--- src/rtl/bsg_nonsynth_dramsim3_traffic_gen.sv ---
// Single-channel DRAM traffic generator: writes num_reqs_p self-describing words to
// consecutive addresses, then reads them back with bounded outstanding reads and checks each return.
module bsg_nonsynth_dramsim3_traffic_gen #(
    parameter int channel_addr_width_p = 32,
    parameter int data_width_p         = 64,
    parameter int num_reqs_p           = 16,
    parameter int base_addr_p          = 0,
    parameter int max_outstanding_p    = 4,
    parameter int seed_p               = 0,
    parameter int timeout_p            = 100000
) (
    input  logic                            clk_i,
    input  logic                            reset_n_i,
    input  logic                            start_i,
    output logic                            v_o,
    output logic                            write_not_read_o,
    output logic [channel_addr_width_p-1:0] ch_addr_o,
    input  logic                            yumi_i,
    output logic                            data_v_o,
    output logic [data_width_p-1:0]         data_o,
    input  logic                            data_yumi_i,
    input  logic                            data_v_i,
    input  logic [data_width_p-1:0]         data_i,
    input  logic                            write_done_i,
    output logic                            busy_o,
    output logic                            done_o,
    output logic                            error_o,
    output logic [31:0]                     err_count_o
);
    localparam int idx_width_lp = $clog2(num_reqs_p + 1);
    localparam int half_lp      = data_width_p / 2;
    localparam int out_width_lp = $clog2(max_outstanding_p + 1);
    localparam int wd_width_lp  = $clog2(timeout_p + 1);

    localparam logic [idx_width_lp-1:0]         last_idx_lp = idx_width_lp'(num_reqs_p - 1);
    localparam logic [idx_width_lp-1:0]         num_idx_lp  = idx_width_lp'(num_reqs_p);
    localparam logic [half_lp-1:0]              num_half_lp = half_lp'(num_reqs_p);
    localparam logic [half_lp-1:0]              seed_lo_lp  = half_lp'(seed_p);
    localparam logic [out_width_lp-1:0]         max_out_lp  = out_width_lp'(max_outstanding_p);
    localparam logic [wd_width_lp-1:0]          wd_limit_lp = wd_width_lp'(timeout_p - 1);
    localparam logic [channel_addr_width_p-1:0] base_lp     = channel_addr_width_p'(base_addr_p);
    localparam logic [channel_addr_width_p-1:0] stride_lp   = channel_addr_width_p'(data_width_p / 8);

    typedef enum logic [2:0] {
        ST_IDLE, ST_WRITE, ST_WDRAIN, ST_READ, ST_RWAIT, ST_DONE
    } state_e;

    state_e                    state_q, state_d;
    logic [idx_width_lp-1:0]   idx_q, idx_d;
    logic [idx_width_lp-1:0]   wdone_q, wdone_d;
    logic [idx_width_lp-1:0]   recv_q, recv_d;
    logic [out_width_lp-1:0]   out_q, out_d;
    logic [num_reqs_p-1:0]     bitmap_q, bitmap_d;
    logic [31:0]               err_cnt_q, err_cnt_d;
    logic                      error_q, error_d;
    logic [wd_width_lp-1:0]    wd_q, wd_d;

    logic                      req_v;
    logic                      rd_phase;
    logic [half_lp-1:0]        wr_lo, rd_lo, rd_hi, rd_k;
    logic                      rd_dup, rd_bad;
    logic [num_reqs_p-1:0]     rd_mask;

    // Word k carries k (keyed by the seed) in its low half and the complement in its high half.
    assign wr_lo = half_lp'(idx_q) ^ seed_lo_lp;
    assign rd_lo = data_i[half_lp-1:0];
    assign rd_hi = data_i[data_width_p-1:half_lp];
    assign rd_k  = rd_lo ^ seed_lo_lp;

    always_comb begin
        rd_dup  = 1'b0;
        rd_mask = '0;
        for (int i = 0; i < num_reqs_p; i++) begin
            if (rd_k == half_lp'(i)) begin
                rd_dup     = bitmap_q[i];
                rd_mask[i] = 1'b1;
            end
        end
    end

    assign rd_bad   = (rd_hi != ~rd_lo) || (rd_k >= num_half_lp) || rd_dup;
    assign rd_phase = (state_q == ST_READ) || (state_q == ST_RWAIT);

    always_comb begin
        state_d   = state_q;
        idx_d     = idx_q;
        wdone_d   = wdone_q;
        recv_d    = recv_q;
        out_d     = out_q;
        bitmap_d  = bitmap_q;
        err_cnt_d = err_cnt_q;
        error_d   = error_q;
        wd_d      = '0;
        req_v     = 1'b0;

        if (write_done_i && (state_q == ST_WRITE || state_q == ST_WDRAIN) && wdone_q != num_idx_lp)
            wdone_d = wdone_q + 1'b1;

        // A return with nothing outstanding, or outside the read phases, is flagged but not counted.
        if (data_v_i) begin
            if (rd_phase && out_q != '0) begin
                recv_d = recv_q + 1'b1;
                out_d  = out_q - 1'b1;
                if (rd_bad) begin
                    error_d = 1'b1;
                    if (err_cnt_q != '1)
                        err_cnt_d = err_cnt_q + 1'b1;
                end else begin
                    bitmap_d = bitmap_q | rd_mask;
                end
            end else begin
                error_d = 1'b1;
            end
        end

        case (state_q)
            ST_IDLE, ST_DONE: begin
                if (start_i) begin
                    state_d   = ST_WRITE;
                    idx_d     = '0;
                    wdone_d   = '0;
                    recv_d    = '0;
                    out_d     = '0;
                    bitmap_d  = '0;
                    err_cnt_d = '0;
                    error_d   = 1'b0;
                end
            end
            ST_WRITE: begin
                req_v = 1'b1;
                if (yumi_i) begin
                    if (!data_yumi_i) begin
                        error_d = 1'b1;
                        state_d = ST_DONE;
                    end else begin
                        idx_d = idx_q + 1'b1;
                        if (idx_q == last_idx_lp)
                            state_d = ST_WDRAIN;
                    end
                end
            end
            ST_WDRAIN: begin
                if (wdone_d == num_idx_lp) begin
                    state_d = ST_READ;
                    idx_d   = '0;
                end
            end
            ST_READ: begin
                req_v = (out_q < max_out_lp);
                if (req_v && yumi_i) begin
                    idx_d = idx_q + 1'b1;
                    out_d = out_d + 1'b1;
                    if (idx_q == last_idx_lp)
                        state_d = ST_RWAIT;
                end
            end
            ST_RWAIT: begin
                if (recv_d == num_idx_lp)
                    state_d = ST_DONE;
            end
            default: ;
        endcase

        // Watchdog: timeout_p consecutive cycles without any handshake or return ends the run.
        if (state_q == ST_WDRAIN || rd_phase) begin
            if (yumi_i || write_done_i || data_v_i) begin
                wd_d = '0;
            end else if (wd_q == wd_limit_lp) begin
                error_d = 1'b1;
                state_d = ST_DONE;
            end else begin
                wd_d = wd_q + 1'b1;
            end
        end
    end

    always_ff @(posedge clk_i or negedge reset_n_i) begin
        if (!reset_n_i) begin
            state_q   <= ST_IDLE;
            idx_q     <= '0;
            wdone_q   <= '0;
            recv_q    <= '0;
            out_q     <= '0;
            bitmap_q  <= '0;
            err_cnt_q <= '0;
            error_q   <= 1'b0;
            wd_q      <= '0;
        end else begin
            state_q   <= state_d;
            idx_q     <= idx_d;
            wdone_q   <= wdone_d;
            recv_q    <= recv_d;
            out_q     <= out_d;
            bitmap_q  <= bitmap_d;
            err_cnt_q <= err_cnt_d;
            error_q   <= error_d;
            wd_q      <= wd_d;
        end
    end

    assign v_o              = req_v;
    assign write_not_read_o = (state_q == ST_WRITE);
    assign data_v_o         = (state_q == ST_WRITE);
    assign ch_addr_o        = (state_q == ST_WRITE || state_q == ST_READ)
                              ? base_lp + channel_addr_width_p'(idx_q) * stride_lp : '0;
    assign data_o           = (state_q == ST_WRITE) ? {~wr_lo, wr_lo} : '0;
    assign busy_o           = (state_q != ST_IDLE) && (state_q != ST_DONE);
    assign done_o           = (state_q == ST_DONE);
    assign error_o          = error_q;
    assign err_count_o      = err_cnt_q;

endmodule

--- config.mk ---
export PLATFORM = sky130hd
export DESIGN_NAME = bsg_nonsynth_dramsim3_traffic_gen
export DESIGN_NICKNAME = d
export VERILOG_FILES = /design/src/rtl/bsg_nonsynth_dramsim3_traffic_gen.sv
export SDC_FILE = /design/constraint.sdc
export NUM_CORES = 1
export LEC_CHECK = 0
export ABC_AREA = 1
export CAP_MARGIN = 40
export CORE_MARGIN = 1
export CORE_UTILIZATION = 55
export CTS_BUF_LIST = sky130_fd_sc_hd__clkbuf_2
export CTS_CLUSTER_SIZE = 25
export DETAILED_ROUTE_END_ITERATION = 10
export PLACE_DENSITY = 0.9
export SYNTH_ARGS = -nofsm -noshare
export SYNTH_HDL_FRONTEND = slang
export SYNTH_SLANG_ARGS = --single-unit
--- constraint.sdc ---
create_clock -name clk_i -period 4.15 [get_ports clk_i]
set_clock_uncertainty 0.05 [all_clocks]
set_input_delay 0.415 -clock clk_i [delete_from_list [all_inputs] [get_ports clk_i]]
set_output_delay 0.415 -clock clk_i [all_outputs]
set_load 0.02 [all_outputs]
==> results of run 1 <==
cell usage in the layout, fill, tap and decap left out, drive strengths merged, types with 2 or more instances in the layout:
master,synthesis,routed
dfrtp,87,87
buf,97,17
conb,1,54
nand2,390,390
clkinvlp,0,2
and2,2,2
a41oi,16,16
o21ai,21,21
nor3,48,48
ha,10,10
a31oi,3,3
clkinv,4,9
or2,7,7
a21oi,44,44
o31ai,2,2
inv,129,129
nor2,159,159
clkbuf,30,9
xnor2,9,9
clkdlybuf4s50,0,148
nand3,48,48
xor2,49,49
nor4,12,12
nand4,42,42
layer usage:
layer,vias to the layer above,wire (um)
met3,31,1830
met4,0,338
met1,3590,8660
met5,-,0
li1,3951,-
met2,403,9840
how the worst min path moves through the flow:
stage	from	to	slack [ns]
5_1_grt	reset_n_i	wd_q[5]$_DFF_PN0_	0.34
4_1_cts	reset_n_i	wd_q[5]$_DFF_PN0_	0.33
3_5_place_dp	wd_q[0]$_DFF_PN0_	wd_q[0]$_DFF_PN0_	0.41
2_1_floorplan	reset_n_i	bitmap_q[0]$_DFF_PN0_	0.07
6_report	reset_n_i	err_count_o[4]$_DFF_PN0_	0.34
3_3_place_gp	wd_q[0]$_DFF_PN0_	wd_q[0]$_DFF_PN0_	0.40
worst max-delay path: cells and delay by family (launching register included):
family / cells / cell delay [ns]
flip-flops: 1 / 0.49
buffers and inverters: 4 / 1.17
AND/OR/NAND/NOR: 4 / 0.78
registers in the layout, summed over array words and instances, names as in the netlist:
| signal | flops |
|---|---|
| bitmap_q | 16 |
| err_count_o | 32 |
| error_o | 1 |
| idx_q | 5 |
| out_q | 3 |
| recv_q | 5 |
| state_q | 3 |
| wd_q | 17 |
| wdone_q | 5 |
logic make-up after synthesis:
kind of cell / share of synthesized area (%)
other: 0.0482
flip-flops: 28.0
AND/OR/NAND/NOR: 39.2
buffers and inverters: 17.3
adder cells (fa/ha/maj): 1.61
multiplexers: 0.129
AO/OA/AOI/OAI: 7.26
XOR/XNOR: 6.52
synth_stat cells (2+ instances only):
master / count / share of area, %
clkinv_1: 4 / 0.19
nand2_2: 2 / 0.16
or2_2: 6 / 0.48
nor3_1: 46 / 3.0
nor2_4: 2 / 0.29
a31oi_1: 3 / 0.24
inv_2: 4 / 0.19
nor4_1: 10 / 0.80
dfrtp_1: 87 / 28
and2_1: 2 / 0.16
buf_4: 84 / 8.1
buf_2: 4 / 0.26
o31ai_1: 2 / 0.19
nand2_1: 387 / 19
inv_1: 124 / 6.0
a41oi_1: 16 / 1.8
buf_1: 3 / 0.14
o21ai_0: 19 / 1.2
nor2_1: 154 / 7.4
a21oi_1: 43 / 2.8
buf_6: 6 / 0.87
xor2_1: 49 / 5.5
nor2_2: 2 / 0.16
ha_1: 10 / 1.6
nand4_1: 42 / 3.4
nand3_1: 47 / 3.0
xnor2_1: 9 / 1.0
clkbuf_1: 30 / 1.4
o21ai_1: 2 / 0.13
metrics by stage:
| step | hold slack (ns) | power (W) | setup slack [ns] | utilization [%] | area [um2] |
|---|---|---|---|---|---|
| CTS | 0.329 | 0.00531 | 0.597 | 65.8 | 9100 |
| detailed placement | 0.407 | 0.00489 | 0.692 | 65.0 | 8990 |
| global placement | 0.399 | 0.00482 | 0.830 | 65.0 | 8990 |
| global route | 0.338 | 0.00573 | 0.381 | 65.8 | 9100 |
| finish | 0.336 | 0.00531 | 0.665 | 65.8 | 9100 |
| floorplan | 0.0694 | 0.00382 | 1.56 | - | 7990 |
report_power, final:
part | total, W | switching, W | internal, W
registers | 0.00132 | 0.000269 | 0.00105
clock network | 0.000403 | 0.000324 | 0.0000789
logic | 0.00358 | 0.00217 | 0.00141
total | 0.00531 | 0.00276 | 0.00255
timing repair:
item | CTS | global route
hold buffers | 1 | 0
setup buffers | 0 | 0
endpoints found under the hold margin | 57 | 0
layout make-up:
type	instances	area, um2	area share (%)
diodes	1	2.50	0.0275
clock buffers	9	45.0	0.495
clock inverters	7	50.0	0.550
inverters	133	502	5.51
multi-input cells	925	4480	49.3
flip-flops and latches	87	2180	23.9
well taps	180	225	2.47
repair buffers	166	1620	17.8
==> metrics.md, run 1 <==
| Metric | Value |
|---|---|
| Vias | 7975 |
| Max_cap viols | 0 |
| # H-tree levels | 3 |
| M1 GR Usage | between 30% and 40% |
| Worst vdd rail ir drop | roughly 0.53 mV |
| Worst EP arrival | about 3 ns |
| CP required | roughly 3.7 ns |
| Vias in the first global route | about 7200 |
| Root buf cell | clkbuf_2 |
| Worst path cell trace | inv_2 -> nand2_4 -> nor2_8 -> inv_1 -> nand2_1 -> inv_1 -> nor2_1 -> clkdlybuf4s50_1 |
| Die area | ~15000 um2 |
| Hold Path Class | input pin to async pin |
| CP endpoint kind | primary output |
| Worst reg2reg path startpoint | state_q[2]$_DFF_PN0_ |
| Remaining antenna violation count after routing | 0 |
| Critical Path End | ch_addr_o[6] |
| Clock Latency Late Sink | ~0.6 ns |
| Core area | about 14000 um2 |
| Die Ht | around 120 um |
| CTS Buffer Depth | 2 |
| Io pins | 205 |
| Post-cts repair resize count | 0 |
| TritonCTS clock tree | yes |
| Yosys warnings | 0 |
| Status | finished clean |
| Global Route met2 Usage | approximately half |
| First-pass GRT wire length | about 34000 um |
| Crit-path slowest cell | clkdlybuf4s50_1 |
| Final wirelength | roughly 21000 um |
| Vias per cell | 5.29 |
| PwrDens | 584 nW/um2 |
| GRT Util Overall | a little under 30% |
| RSZ-0062 raised after global routing | no |
| Final hold vios | 0 |
| Die Wd | about 120 um |
| FF+latch count, synth | 87 |
| Fillers | roughly 1300 |
| Slew Limit Fails | 0 |
| I/O Buffers | 150 |
| Starting Density | approximately 56% |
| Crit path kind | flop to primary output |
| Top Usage Layer GRT | met2 |
| Asr flop ratio synth | 100% |
| RR Endpoint | out_q[2]$_DFF_PN0_ |
| Register-to-Register Path Depth | 13 |
| Post-route clock period utilization | a little over four fifths |
| R2R Setup Slk | ~1.2 ns |
| Mapped Avg Cell Area | 6.39 um2 |
| Final setup fails | 0 |
| Post-synth EDFFs | 0 |
| CTS Buf Count | 9 |
| Layout cells sized above 1 | between 4 and 5% |
| Max Clk Rate | between 200 and 300 MHz |
| Least-Margin Pin Slew | ~0.74 ns |
| Most used DFF post-synth | dfrtp_1 |
| Placer Congestion | approximately 0.95 |
| Sink Count | 87 |
| Final cell count without fillers | around 1500 |
| Leak | 4.38 nW |
| Seq/Total Area, Yosys | between 20 and 30% |
| Largest net degree at the start of global routing | 59 |
| Worst-path fanout max | 34 |
| Clock slew at reported path FFs | roughly 0.27 ns |
| Initial DRC count | ~570 |
| Slew headroom | 50.5% |
| Initial DRT Pass Iterations | 7 |
| Startpoint types | flop |
| Min cycle time layout | about 3.5 ns |
| Grt ovf | 0 |
| Met3 Use GR | under 10% |
| Mapped Area | roughly 7800 um2 |
| Crit path top cell by count | inv_1 |
| WL/cell | 13.7 um |
| # DRC | 0 |
| Post-DP HPWL | 14900 um |
| Fin Setup TNS | 0 ns |
| Layout area overhead | 16.9% |
| Slowest stage delay, CP | around 0.63 ns |
| Cells after synthesis | approximately 1200 |
| Initial antenna violation count | 1 |
| Netlist cell types | between 40 and 50 |
| Nets | about 1400 |
| Post-Place Cells | between 1000 and 1500 |
| Rows | 43 |
| Crit path from | state_q[1]$_DFF_PN0_ |
No activity file was read; power rests on OpenSTA's default activity.
==> run 2, diff against run 1 <==
--- a/config.mk
+++ b/config.mk
@@ -8,11 +8,11 @@
 export ABC_AREA = 1
 export CAP_MARGIN = 40
 export CORE_MARGIN = 1
-export CORE_UTILIZATION = 55
+export CORE_UTILIZATION = 51
 export CTS_BUF_LIST = sky130_fd_sc_hd__clkbuf_2
 export CTS_CLUSTER_SIZE = 25
 export DETAILED_ROUTE_END_ITERATION = 10
-export PLACE_DENSITY = 0.9
+export PLACE_DENSITY = 0.84
 export SYNTH_ARGS = -nofsm -noshare
 export SYNTH_HDL_FRONTEND = slang
 export SYNTH_SLANG_ARGS = --single-unit
==> constraint.sdc (replaced) <==
create_clock -name clk_i -period 3.7 [get_ports clk_i]
set_clock_uncertainty 0.05 [all_clocks]
set_input_delay 0.37 -clock clk_i [delete_from_list [all_inputs] [get_ports clk_i]]
set_output_delay 0.37 -clock clk_i [all_outputs]
set_load 0.02 [all_outputs]
==> metrics.md, run 2 (synthesis gave the netlist of run 1 again) <==
| Metric | Value |
|---|---|
| Status | finished, violations left |
| Failing checks | design-rule violations |
| TritonCTS clock tree | yes |
| Largest net degree at the start of global routing | 61 |
| Most frequent cells in the layout | nand2_1 (387), nor2_1 (153), clkdlybuf4s50_1 (148) |
| Vias per cell | 5.21 |
| Startpoint types | flop |
| Leak | about 4.4 nW |
| Sw Share | between 50% and 60% |
| Initial DRT Pass Iterations | 8 |
| Final wirelength | between 20000 and 25000 um |
| Initial antenna violation count | 0 |
| Power, Total | slightly above 0.006 W |
| Fin Setup TNS | 0 ns |
| Placer Congestion | 0.969 |
| CTS Buffer Depth | 2 |
| Sink Count | between 80 and 90 |
| Hold Path Class | input pin to flop |
| Max_cap viols | 0 |
| GRT Util Overall | around 27% |
| WL/cell | ~14 um |
| Reg area | 2180 um2 |
| Commonest non-fill, non-tap cell in the layout | nand2_1 |
| Multi-input logic area | ~4500 um2 |
| Final cell count without fillers | ~1500 |
| Fillers | roughly 1400 |
| Post-route clock period utilization | between 90% and 100% |
| Clk pwr share | between 8 and 9% |
| Worst vdd rail ir drop | ~0.7 mV |
| Clock Latency Late Sink | between 0.6 and 0.7 ns |
| Combinational fraction of design power | about two thirds |
| M1 GR Usage | between 30% and 40% |
| Least-Margin Pin Slew | about 0.6 ns |
| Slew headroom | about three fifths |
| Int Pwr | between 0.002 and 0.003 W |
| Post-Place Cells | 1493 |
| # H-tree levels | 3 |
| CP required | between 3 and 4 ns |
| First-pass GRT wire length | between 30000 and 40000 um |
| Io pins | ~210 |
| Post-DP HPWL | ~15000 um |
| Nets | 1407 |
| Worst-path fanout max | 34 |
| # diodes | 0 |
| CP endpoint kind | primary output |
| Vias in the first global route | slightly above 7000 |
| Die Ht | roughly 130 um |
| Vias | between 7000 and 8000 |
| Clock slew at reported path FFs | 0.28 ns |
| Remaining antenna violation count after routing | 0 |
| Root buf cell | clkbuf_2 |
| PwrDens | 664 nW/um2 |
| Core area | between 10000 and 15000 um2 |
| Die area | ~16000 um2 |
| Slew Limit Fails | 0 |
| Initial DRC count | between 800 and 900 |
| Final hold vios | 0 |
| Crit path kind | flop to primary output |
| Final setup fails | 0 |
| Worst EP arrival | slightly above 3 ns |
| CTS Buf Count | 9 |
| Layout cells sized above 1 | 4.81% |
| Post-layout util | about 62% |
| Min cycle time layout | about 3.4 ns |
| Sw Pwr | 0.00312 W |
| Grt ovf | 0 |
| Largest register FFs | 32 |
| Seq pwr share | between 20 and 25% |
| Top Usage Layer GRT | met2 |
| Starting Density | a little over half |
| Die Wd | around 130 um |
| Met3 Use GR | under 10% |
| Max Clk Rate | 291 MHz |
| Global Route met2 Usage | 42.9% |
| Rows | 44 |
| RSZ-0062 raised after global routing | no |
| I/O Buffers | 150 |
| Layout area overhead | 17.9% |
| # DRC | 18 |
[run 2: per-stage QoR]
step | cell area, um2 | hold slack (ns) | worst slack (ns)
global route | 9180 | 0.113 | 0.00888
floorplan | 7990 | 0.0244 | 1.11
CTS | 9150 | 0.0705 | 0.165
finish | 9180 | 0.0857 | 0.259
detailed placement | 9010 | 0.162 | 0.362
global placement | 8980 | 0.395 | 0.447
[run 2: what timing repair did]
action,CTS,global route
setup endpoints to repair,0,5
hold buffers,2,0
hold endpoints to repair,67,0
setup buffers,0,4
gates resized for setup,0,1
[run 2: final timing paths]
path	start	end	slack, ns	depth (start not counted)
max in group asynchronous	reset_n_i	wd_q[15]$_DFF_PN0_	2.67	3
hold reg to reg	wd_q[0]$_DFF_PN0_	wd_q[0]$_DFF_PN0_	0.45	1
hold / removal	data_v_i	state_q[0]$_DFF_PN0_	0.09	4
setup reg to reg	err_count_o[0]$_DFF_PN0_	err_count_o[1]$_DFF_PN0_	0.60	18
setup / recovery	state_q[1]$_DFF_PN0_	ch_addr_o[7]	0.26	8
min in group asynchronous	reset_n_i	idx_q[0]$_DFFE_PN0P_	0.18	3
[run 2: final cells by class]
type,instances,share of cell area [%]
clock inverters,6,0.749
repair buffers,170,18.2
well taps,184,2.51
flip-flops and latches,87,23.7
inverters,133,5.50
clock buffers,10,0.545
multi-input cells,925,48.8
[run 2: critical path: stages (launching register included)]
cell and delay (ns):
dfrtp_1 0.50, inv_2 0.12, nand2_4 0.08, nor2_8 0.35, clkinvlp_4 0.24, nand2_1 0.17
inv_1 0.14, nor2_1 0.16, clkdlybuf4s50_1 0.63
[run 2: power by group through the flow]
| stage | Clock, W | Combinational (W) | Sequential, W |
|---|---|---|---|
| finish | 0.000528 | 0.00407 | 0.00150 |
| global placement | 0 | 0.00391 | 0.00151 |
| detailed placement | 0 | 0.00398 | 0.00151 |
| global route | 0.000586 | 0.00445 | 0.00153 |
| floorplan | 0 | 0.00267 | 0.00161 |
| CTS | 0.000539 | 0.00400 | 0.00149 |
[run 2: routing by layer]
metal	routed length (um)	part of all wire, %
met2	9440	45
met4	261	1.3
met3	1900	9.1
met1	9200	44
met5	0	0
==> variant: new RTL, settings of run 1 <==
Compare `idx_q` against `last_idx_lp` with >= in place of ==.
--- a/src/rtl/bsg_nonsynth_dramsim3_traffic_gen.sv
+++ b/src/rtl/bsg_nonsynth_dramsim3_traffic_gen.sv
@@ -134,7 +134,7 @@
                         state_d = ST_DONE;
                     end else begin
                         idx_d = idx_q + 1'b1;
-                        if (idx_q == last_idx_lp)
+                        if (idx_q >= last_idx_lp)
                             state_d = ST_WDRAIN;
                     end
                 end
Behaviour: same outputs for any inputs over 4 cycles, from zero or initial values and one cycle with reset_n_i low; that may be too few to reach the edited logic, so the function may still have changed.
==> variant against run 1 <==
  * Routed wire length is 14% higher
  * Synthesized area is 2.1% higher
  * Cell area is 2.5% higher
  * Cell count is 3.0% higher
  * Sequential cell count stayed put
  * Worst setup slack worse by 0.26 ns
  * Critical path depth is 7 higher
  * Utilization is 0.84 points higher
  * Critical endpoint is now err_count_o[20]$_DFF_PN0_
  * Largest cell class unchanged
  * Highest routed layer unchanged
Power is not compared: it rests on default switching activity, and its combinational part moved more than twofold at a synthesized area within 25%.
==> variant: results (changes against run 1) <==
- Result of the run: complete, no violations (unchanged)
- Share of post-route cells with drive strength above 1: 5.83% (was 4.52%)
- Launch point of the worst path: err_count_o[0]$_DFF_PN0_ (was state_q[1]$_DFF_PN0_)
- Startpoint of the most critical register-to-register path: err_count_o[0]$_DFF_PN0_ (was state_q[2]$_DFF_PN0_)
- Total Routing Usage GR: 31.8% (was 28.9%)
- Half-perimeter wire length of the detailed placement result: 17900 microns (was 14900 microns)
- Number of different library cells in the post-synthesis netlist: 51 (was 49)
- Starting DRC count in detailed routing: 912 (was 574)
- Placed instance count: 1536 (was 1490)
- Number of antenna violations at the first check in global routing: 0 (was 1)
- Routability-driven placement congestion ratio: 1.03 (was 0.950)
- Vias in the first global route: 7729 (was 7173)
- Setup ws final: 0.406 ns (was 0.665 ns)
- Post-place setup slack: 0.539 ns (was 0.692 ns)
- Routed wire length: 23700 microns (was 20700 microns)
- # nets final: 1449 (was 1403)
- Pre-antenna DRT Iters: 6 (was 7)
- Met2 demand-to-capacity share in global routing: 51.4% (was 48.6%)
- M3 GR Usage: 6.69% (was 5.17%)
- Area fraction in compound gates after synthesis: 8.26% (was 7.26%)
- Met2 Routed Length: 11000 microns (was 9840 microns)
- Slew at the pin closest to its max-slew limit: 0.803 ns (was 0.742 ns)
- Sequential cell area fraction in the yosys report: 27.4% (was 28.0%)
- Cells taking the most area after synthesis: sky130_fd_sc_hd__dfrtp_1 (27%), sky130_fd_sc_hd__nand2_1 (15%), sky130_fd_sc_hd__inv_1 (8.0%), sky130_fd_sc_hd__buf_4 (7.9%), sky130_fd_sc_hd__nor2_1 (7.3%) (was sky130_fd_sc_hd__dfrtp_1 (28%), sky130_fd_sc_hd__nand2_1 (19%), sky130_fd_sc_hd__buf_4 (8.1%), sky130_fd_sc_hd__nor2_1 (7.4%), sky130_fd_sc_hd__inv_1 (6.0%))
- Count of inserted antenna diode cells: 0 (was 1)
- Area after DPL: 9220 sq um (was 8990 sq um)
- Delay of the slowest critical-path stage: 0.56 ns (was 0.63 ns)
- Critical Path Fanout Max: 13 (was 34)
- Crit path capture: err_count_o[20]$_DFF_PN0_ (was ch_addr_o[6])
- Worst reg-to-reg setup slack: 0.41 ns (was 1.24 ns)
- Proportion of synthesized area in mux cells: 0.126% (was 0.129%)
- Cell type of the slowest stage on the worst timing path: sky130_fd_sc_hd__nor3_1 (was sky130_fd_sc_hd__clkdlybuf4s50_1)
- Layout filler cell count: 1316 (was 1265)
==> variant: cell count changes after synthesis, sizes merged, moves of 6 or more <==
cell and delta:
nand3 +19, a41oi -16, nand2 -58, nor3 +10, a21oi +20, clkbuf -11, xor2 -18, nor4 +6
nand4 +21, inv +44
==> variant: critical path, delay by kind of cell, from the launching register on <==
family,cells,cell delay (ns)
adder cells (fa/ha/maj),1,0.30
flip-flops,1,0.55
AO/OA/AOI/OAI,2,0.21
AND/OR/NAND/NOR,10,1.91
buffers and inverters,2,0.66
==> variant: through the flow <==
| step | hold slack, ns | utilization (%) | power [W] |
|---|---|---|---|
| 6_report | 0.311 | 66.7 | 0.00205 |
| 5_1_grt | 0.387 | 66.7 | 0.00216 |
| 4_1_cts | 0.330 | 66.7 | 0.00204 |
| 3_5_place_dp | 0.444 | 65.9 | 0.00164 |
| 3_3_place_gp | 0.407 | 65.9 | 0.00163 |
| 2_1_floorplan | 0.0694 | - | 0.00140 |
==> variant: layout make-up <==
cell class              instances  area (sq um)  share of cell area (%)
well taps                     180           225                    2.42
clock inverters                 7          50.0                   0.537
multi-input cells             928          4540                    48.7
flip-flops and latches         87          2180                    23.3
inverters                     176           664                    7.12
repair buffers                166          1620                    17.4
clock buffers                   9          45.0                   0.483
==> variant: power groups by stage <==
stage	combinational [W]	sequential, W	clock, W
6_report	0.000680	0.000961	0.000408
5_1_grt	0.000750	0.000965	0.000440
4_1_cts	0.000668	0.000957	0.000412
3_5_place_dp	0.000664	0.000972	0
3_3_place_gp	0.000656	0.000972	0
2_1_floorplan	0.000403	0.000993	0
